### config.mk
export PLATFORM = sky130hd
export DESIGN_NAME = quiz_round_engine_flat
export DESIGN_NICKNAME = d
export VERILOG_FILES = /design/src/rtl/quiz_pkg.sv /design/src/rtl/quiz_round_engine_if.sv /design/src/rtl/lfsr16.sv /design/src/rtl/quiz_round_engine.sv /design/src/flat_wrapper.sv
export SDC_FILE = /design/constraint.sdc
export NUM_CORES = 1
export LEC_CHECK = 0
export CAP_MARGIN = 20
export CORE_MARGIN = 4
export CORE_UTILIZATION = 52
export CTS_BUF_LIST = sky130_fd_sc_hd__clkbuf_8
export DETAILED_ROUTE_END_ITERATION = 10
export DONT_BUFFER_PORTS = 1
export PLACE_DENSITY_LB_ADDON = 0.05
export SLEW_MARGIN = 25
export SYNTH_ARGS = -nofsm -noshare
export SYNTH_HDL_FRONTEND = slang
export SYNTH_SLANG_ARGS = --single-unit
### constraint.sdc
create_clock -name clk -period 3.8 [get_ports clk]
set_input_delay 0.76 -clock clk [delete_from_list [all_inputs] [get_ports clk]]
set_output_delay 0.76 -clock clk [all_outputs]
set_load 0.05 [all_outputs]
### src/rtl/quiz_pkg.sv
`default_nettype none
// quiz_pkg: phase encoding and shared constants for the quiz round engine.
package quiz_pkg;
  typedef enum logic [2:0] {
    PH_IDLE      = 3'd0,
    PH_GEN       = 3'd1,
    PH_WAIT      = 3'd2,
    PH_JUDGE     = 3'd3,
    PH_RESULT    = 3'd4,
    PH_GAME_OVER = 3'd5
  } phase_t;

  localparam logic [15:0] LFSR_MASK = 16'hB400;
  localparam logic [7:0]  ANS_MOD   = 8'd100;
  localparam int          ANS_W     = 7;
endpackage
`default_nettype wire

### src/rtl/quiz_round_engine_if.sv
`default_nettype none
// quiz_round_engine_if: player-side inputs and display-side outputs of the round engine.
interface quiz_round_engine_if;
  import quiz_pkg::*;

  logic             start;
  logic             op_sel;
  logic [ANS_W-1:0] switch;
  logic             submit;
  logic [ANS_W-1:0] led;
  logic             op_valid;
  logic [2:0]       phase;
  logic             correct;
  logic             wrong;
  logic [3:0]       bcd_tens;
  logic [3:0]       bcd_units;
  logic [2:0]       misses;

  modport master (
    output start, op_sel, switch, submit,
    input  led, op_valid, phase, correct, wrong, bcd_tens, bcd_units, misses
  );

  modport slave (
    input  start, op_sel, switch, submit,
    output led, op_valid, phase, correct, wrong, bcd_tens, bcd_units, misses
  );
endinterface
`default_nettype wire

### src/rtl/lfsr16.sv
`default_nettype none
// lfsr16: 16-bit right-shifting Galois LFSR, one step per adv; a zero seed is replaced by 1.
module lfsr16
  import quiz_pkg::*;
#(
  parameter logic [15:0] SEED  = 16'hACE1,
  parameter int          OUT_W = 16
) (
  input  logic             clk,
  input  logic             rst,
  input  logic             adv,
  output logic [OUT_W-1:0] q
);
  localparam logic [15:0] SEED_EFF = (SEED == 16'h0000) ? 16'h0001 : SEED;

  logic [15:0] r_q;

  always_ff @(posedge clk or negedge rst) begin
    if (!rst) begin
      r_q <= SEED_EFF;
    end else if (adv) begin
      r_q <= (r_q >> 1) ^ (r_q[0] ? LFSR_MASK : 16'h0000);
    end
  end

  assign q = r_q[OUT_W-1:0];
endmodule
`default_nettype wire

### src/rtl/quiz_round_engine.sv
`default_nettype none
// quiz_round_engine: one mental-arithmetic round after another -- show operands,
// time the answer, judge it, keep a BCD score and a miss count that ends the game.
module quiz_round_engine
  import quiz_pkg::*;
#(
  parameter int          N_OPS    = 4,
  parameter int          OP_W     = 4,
  parameter int          SHOW_CYC = 2,
  parameter int          TIMEOUT  = 16,
  parameter int          RES_CYC  = 4,
  parameter int          MAX_MISS = 3,
  parameter logic [15:0] SEED     = 16'hACE1
) (
  input  logic               clk,
  input  logic               rst,
  quiz_round_engine_if.slave bus
);
  phase_t           r_state;
  logic [15:0]      r_tmr;
  logic [2:0]       r_idx;
  logic             r_sub;
  logic [ANS_W-1:0] r_acc;
  logic [ANS_W-1:0] r_led;
  logic             r_op_valid;
  logic             r_correct;
  logic             r_wrong;
  logic [3:0]       r_tens;
  logic [3:0]       r_units;
  logic [2:0]       r_misses;

  logic [OP_W-1:0]  w_lfsr;
  logic [ANS_W-1:0] w_op;
  logic             w_show_done, w_wait_done, w_res_done, w_last, w_over;
  logic             w_round_start, w_next_op, w_load, w_sub_now;
  logic [ANS_W-1:0] w_base, w_acc_next;
  logic [7:0]       w_wide;

  // The LFSR steps on the same edge that latches its current value as an operand.
  lfsr16 #(.SEED(SEED), .OUT_W(OP_W)) u_lfsr (
    .clk (clk),
    .rst (rst),
    .adv (w_load),
    .q   (w_lfsr)
  );

  assign w_op          = ANS_W'(w_lfsr);
  assign w_show_done   = (r_tmr == 16'(SHOW_CYC - 1));
  assign w_wait_done   = (r_tmr == 16'(TIMEOUT - 1));
  assign w_res_done    = (r_tmr == 16'(RES_CYC - 1));
  assign w_last        = (r_idx == 3'(N_OPS - 1));
  assign w_over        = (r_misses == 3'(MAX_MISS));
  assign w_round_start = (((r_state == PH_IDLE) || (r_state == PH_GAME_OVER)) && bus.start)
                       || ((r_state == PH_RESULT) && w_res_done && !w_over);
  assign w_next_op     = (r_state == PH_GEN) && w_show_done && !w_last;
  assign w_load        = w_round_start || w_next_op;
  // Next operand index is r_idx+1; odd indices subtract in alternating mode.
  assign w_sub_now     = w_next_op && r_sub && !r_idx[0];

  always_comb begin
    w_base = w_round_start ? '0 : r_acc;
    w_wide = 8'd0;
    if (w_sub_now) begin
      if (w_base < w_op) w_wide = {1'b0, w_base} + ANS_MOD - {1'b0, w_op};
      else               w_wide = {1'b0, w_base} - {1'b0, w_op};
    end else begin
      w_wide = {1'b0, w_base} + {1'b0, w_op};
      if (w_wide >= ANS_MOD) w_wide = w_wide - ANS_MOD;
    end
    w_acc_next = w_wide[ANS_W-1:0];
  end

  always_ff @(posedge clk or negedge rst) begin
    if (!rst) begin
      r_state    <= PH_IDLE;
      r_tmr      <= '0;
      r_idx      <= '0;
      r_sub      <= 1'b0;
      r_acc      <= '0;
      r_led      <= '0;
      r_op_valid <= 1'b0;
      r_correct  <= 1'b0;
      r_wrong    <= 1'b0;
      r_tens     <= '0;
      r_units    <= '0;
      r_misses   <= '0;
    end else begin
      r_op_valid <= 1'b0;
      r_correct  <= 1'b0;
      r_wrong    <= 1'b0;
      if (w_load) begin
        r_state    <= PH_GEN;
        r_led      <= w_op;
        r_op_valid <= 1'b1;
        r_tmr      <= '0;
        r_acc      <= w_acc_next;
      end
      if (w_round_start) begin
        r_idx <= '0;
        r_sub <= bus.op_sel;
      end
      if (w_next_op) r_idx <= r_idx + 3'd1;
      case (r_state)
        PH_IDLE, PH_GAME_OVER: begin
          if (bus.start) begin
            r_tens   <= '0;
            r_units  <= '0;
            r_misses <= '0;
          end
        end
        PH_GEN: begin
          if (!w_show_done) begin
            r_tmr <= r_tmr + 16'd1;
          end else if (w_last) begin
            r_state <= PH_WAIT;
            r_tmr   <= '0;
            r_led   <= '0;
          end
        end
        PH_WAIT: begin
          // A submit on the final cycle beats the timeout.
          if (bus.submit) begin
            r_state   <= PH_JUDGE;
            r_correct <= (bus.switch == r_acc);
            r_wrong   <= (bus.switch != r_acc);
          end else if (w_wait_done) begin
            r_state <= PH_JUDGE;
            r_wrong <= 1'b1;
          end else begin
            r_tmr <= r_tmr + 16'd1;
          end
        end
        PH_JUDGE: begin
          if (r_correct) begin
            if (r_units == 4'd9) begin
              if (r_tens != 4'd9) begin
                r_units <= 4'd0;
                r_tens  <= r_tens + 4'd1;
              end
            end else begin
              r_units <= r_units + 4'd1;
            end
          end else begin
            r_misses <= r_misses + 3'd1;
          end
          r_state <= PH_RESULT;
          r_led   <= r_acc;
          r_tmr   <= '0;
        end
        PH_RESULT: begin
          if (!w_res_done) begin
            r_tmr <= r_tmr + 16'd1;
          end else if (w_over) begin
            r_state <= PH_GAME_OVER;
            r_led   <= '0;
          end
        end
        default: r_state <= PH_IDLE;
      endcase
    end
  end

  assign bus.led       = r_led;
  assign bus.op_valid  = r_op_valid;
  assign bus.phase     = r_state;
  assign bus.correct   = r_correct;
  assign bus.wrong     = r_wrong;
  assign bus.bcd_tens  = r_tens;
  assign bus.bcd_units = r_units;
  assign bus.misses    = r_misses;
endmodule
`default_nettype wire

### src/flat_wrapper.sv
// flat-port wrapper written by rule: the top's interface ports become plain ports
module quiz_round_engine_flat import quiz_pkg::*;
#(
  parameter int          N_OPS    = 4,
  parameter int          OP_W     = 4,
  parameter int          SHOW_CYC = 2,
  parameter int          TIMEOUT  = 16,
  parameter int          RES_CYC  = 4,
  parameter int          MAX_MISS = 3,
  parameter logic [15:0] SEED     = 16'hACE1
)
  (clk, rst, bus_start, bus_op_sel, bus_switch, bus_submit, bus_led, bus_op_valid, bus_phase, bus_correct, bus_wrong, bus_bcd_tens, bus_bcd_units, bus_misses);
  quiz_round_engine_if bus_i ();
  input  logic clk;
  input  logic rst;
  input wire logic [$bits(bus_i.start)-1:0] bus_start;
  input wire logic [$bits(bus_i.op_sel)-1:0] bus_op_sel;
  input wire logic [$bits(bus_i.switch)-1:0] bus_switch;
  input wire logic [$bits(bus_i.submit)-1:0] bus_submit;
  output wire logic [$bits(bus_i.led)-1:0] bus_led;
  output wire logic [$bits(bus_i.op_valid)-1:0] bus_op_valid;
  output wire logic [$bits(bus_i.phase)-1:0] bus_phase;
  output wire logic [$bits(bus_i.correct)-1:0] bus_correct;
  output wire logic [$bits(bus_i.wrong)-1:0] bus_wrong;
  output wire logic [$bits(bus_i.bcd_tens)-1:0] bus_bcd_tens;
  output wire logic [$bits(bus_i.bcd_units)-1:0] bus_bcd_units;
  output wire logic [$bits(bus_i.misses)-1:0] bus_misses;
  assign bus_i.start = bus_start;
  assign bus_i.op_sel = bus_op_sel;
  assign bus_i.switch = bus_switch;
  assign bus_i.submit = bus_submit;
  assign bus_led = bus_i.led;
  assign bus_op_valid = bus_i.op_valid;
  assign bus_phase = bus_i.phase;
  assign bus_correct = bus_i.correct;
  assign bus_wrong = bus_i.wrong;
  assign bus_bcd_tens = bus_i.bcd_tens;
  assign bus_bcd_units = bus_i.bcd_units;
  assign bus_misses = bus_i.misses;
  quiz_round_engine #(.N_OPS(N_OPS), .OP_W(OP_W), .SHOW_CYC(SHOW_CYC), .TIMEOUT(TIMEOUT), .RES_CYC(RES_CYC), .MAX_MISS(MAX_MISS), .SEED(SEED)) u_core (.clk(clk), .rst(rst), .bus(bus_i));
endmodule
==> metrics.txt <==
H-Tree Depth=3; worst flop-to-flop path startpoint=u_core.r_tmr[0]$_DFF_PN0_; die width=100 um; Iteration-0 DRC Markers=205; max-cap viol count=0; Initial Util=0.535; Worst EP arrival=3.90 ns; GPL Wtd Cong=1.01; DP HPWL=7360 um; Reg2Reg Depth=17; Filler Cells Inserted=735; fin util=0.605; Die ar.=10000 um^2; Area Growth Syn to Fin=12.9%; worst slack, placed=0.0343 ns; Antenna Nets Post-Route=0; Max-slew headroom=0.523; Final Worst Setup Slack=0.145 ns; internal power=2.36 mW; fin crit share=0.962; Num CTS Buffers=9; CTS tree=done; Hold/Removal Path Class=in -> async; Clock power frac=0.147; Comb power frac=0.589; uppermost layer routed=met4; Clk pin slew, worst setup/hold paths=0.08 ns; commonest non-fill, non-tap cell in the layout=nand2_1; crit path max fanout=5; wire length per cell=17.0 um; most frequent cells in the layout=nand2_1, dfrtp_1, o21ai_0; later-pin clock latency in the skew report=0.35 ns; Syn Area/Cell=8.95 um^2; share of cells above drive strength 1=0.189; critical path required time=4.04 ns; ant diodes=0; Worst Path Buf+Inv=0; total global routing overflow=0; NumNets Final=546; CP startpoint=u_core.r_tmr[0]$_DFF_PN0_; total track usage=0.213; Initial DRT Pass Iterations=4; port bufs=0; Max VDD drop=0.417 mV; post-synthesis sequential area ratio=0.381; startpoint types=flop; root buf cell=clkbuf_8; Syn Nets=533; Max clock buf depth=2; worst reg2reg setup slack=0.14 ns; first-pass GRT wire length=17000 um; crit-path leading delay family=compound AO/OA/AOI/OAI gates; Max Slew Vio Count=0; slowest CP cell=dfrtp_1; Leak Pwr=2.24 nW; DIE HEIGHT=100 um; floorplan row count=33; EDFF count, synth=0; fraction of registers with async set/reset=1.00; Hold Vio Cnt, Final=0; M1 WL=5100 um; dpl cells=597; Setup Skew=0.0127 ns; Worst setup EP type=flop; Setup-failing EPs final=0; achievable frequency=274 MHz; crit path cell chain=ha_4 > and4bb_1 > and4_4 > a21oi_4 > nand2_1 > ha_4 > nand3b_1 > o2bb2ai_2 > xnor2_2 > ha_2 > nand2_1 > o21ai_2 > o2111ai_2 > mux2i_1 > o21a_1 > mux2i_1 > nor2_1; number of global-route vias before repair=3407; Sw Ratio=0.477; CTS sink count=67; DR vias/cell=5.83; Ys Warns=0; actual slew at the worst max-slew pin=0.715 ns; I/O Pins=36; r2r endpoint=u_core.r_acc[4]$_DFFE_PN0P_; Synth Cell Area=4420 um^2; Post-Layout Cell Count=617; met2 wire len=4650 um; minimum clock period=3.66 ns; Flop pwr share=0.263; Net Sw Power=2.16 mW; DR vias=3596; CP Class=reg -> reg; ys flop type=dfrtp_1; final wirelength=10500 um; antenna violations before repair=0; #FFs+latches synth=67; Hold Buf Count CTS=0; library cells used by synthesis=70; DRC=0; Mapped Cells=494; status=finished, final reports clean; PD cells=905 nW/um^2; largest net degree at the start of global routing=68; Largest stage delay, worst path=0.42 ns; core box area=8260 um^2; Routed met3 length=649 um
[registers in the layout, summed over array words and instances, names as in the netlist]
register and flops:
u_core.bus.correct 1, u_core.r_idx 3, u_core.r_acc 7, u_core.bus.op_valid 1, u_core.bus.bcd_tens 4, u_core.r_tmr 16
u_core.bus.phase 3, u_core.bus.bcd_units 4, u_core.bus.misses 3, u_core.r_sub 1, u_core.bus.led 7, u_core.bus.wrong 1
u_core.u_lfsr.r_q 16
[how the worst max path moves through the flow]
stage | cells past startpoint | slack (ns) | end
after global placement | 15 | 0.06 | u_core.r_acc[2]$_DFFE_PN0P_
after global routing | 18 | -0.04 | u_core.r_acc[4]$_DFFE_PN0P_
after floorplan | 20 | 0.004 | u_core.r_acc[3]$_DFFE_PN0P_
after CTS | 15 | 0.02 | u_core.r_acc[4]$_DFFE_PN0P_
final | 17 | 0.14 | u_core.r_acc[4]$_DFFE_PN0P_
after detailed placement | 18 | 0.03 | u_core.r_acc[3]$_DFFE_PN0P_
[power groups by stage]
stage / clock (mW) / sequential [mW] / combinational, mW
floorplan: 0 / 1.16 / 1.96
global placement: 0 / 1.18 / 2.42
detailed placement: 0 / 1.19 / 2.47
CTS: 0.681 / 1.18 / 2.49
global route: 0.714 / 1.22 / 2.94
finish: 0.666 / 1.19 / 2.66
[area by class of cell]
class | instances | area [um^2] | share of cell area
Multi-Input combinational cell | 379 | 2680 | 0.537
Sequential cell | 67 | 1690 | 0.339
Timing Repair Buffer | 22 | 165 | 0.0331
Tap cell | 105 | 131 | 0.0263
Clock buffer | 9 | 124 | 0.0248
Inverter | 28 | 105 | 0.0210
Clock inverter | 7 | 93.8 | 0.0188
[metal layers]
layer / GRT usage / vias to the layer above
met2: 0.324 / 84
met5: 0 / -
met1: 0.297 / 1735
met4: 0.0570 / 0
li1: - / 1768
met3: 0.0605 / 9
[worst reg2reg max path, delay by kind of cell, from the launching register on]
| kind | cells | cell delay, ns |
|---|---|---|
| AND/OR/NAND/NOR | 6 | 0.89 |
| AO/OA/AOI/OAI | 5 | 0.96 |
| adder cells (fa/ha/maj) | 3 | 0.68 |
| flip-flops | 1 | 0.42 |
| multiplexers | 2 | 0.45 |
| XOR/XNOR | 1 | 0.17 |
[Yosys cell counts, drive strengths merged, types with 6 or more instances]
library cell | instances | area (um^2)
nand3 | 6 | 30.0
nand2 | 81 | 304
clkbuf | 10 | 37.5
nand4 | 7 | 43.8
dfrtp | 59 | 1480
o21ai | 42 | 214
a22o | 7 | 61.3
buf | 10 | 66.3
mux2i | 10 | 100
xnor2 | 19 | 166
o31ai | 8 | 60.1
ha | 27 | 338
nor2 | 36 | 145
a21oi | 20 | 115
and2 | 6 | 40.0
dfstp | 8 | 210
nand2b | 11 | 68.8
inv | 28 | 105
and3 | 10 | 62.6
a21o | 6 | 45.0
xor2 | 7 | 61.3
[metrics by stage]
step | hold WS (ns) | area, um^2 | TNS, ns | total power, mW
floorplan | 0.430 | 4490 | 0 | 3.12
global placement | 0.442 | 4630 | 0 | 3.61
detailed placement | 0.446 | 4640 | 0 | 3.66
CTS | 0.0846 | 4870 | 0 | 4.35
global route | 0.0672 | 4990 | -0.0838 | 4.87
finish | 0.0963 | 4990 | 0 | 4.52
[timing repair]
action,in CTS,in global routing
setup buffers,0,4
gates resized for setup,1,22
pin swaps,0,10
setup endpoints to repair,1,4
cloned,0,0
[logic make-up (layout without fill, tap and decap cells)]
group | count (synthesis) | count (layout) | share of synthesized area
AND/OR/NAND/NOR | 189 | 189 | 0.222
AO/OA/AOI/OAI | 126 | 126 | 0.196
flip-flops | 67 | 67 | 0.381
buffers and inverters | 48 | 66 | 0.0473
adder cells (fa/ha/maj) | 27 | 27 | 0.0764
XOR/XNOR | 26 | 26 | 0.0515
multiplexers | 11 | 11 | 0.0252
No activity file was read; power rests on OpenSTA's default activity.
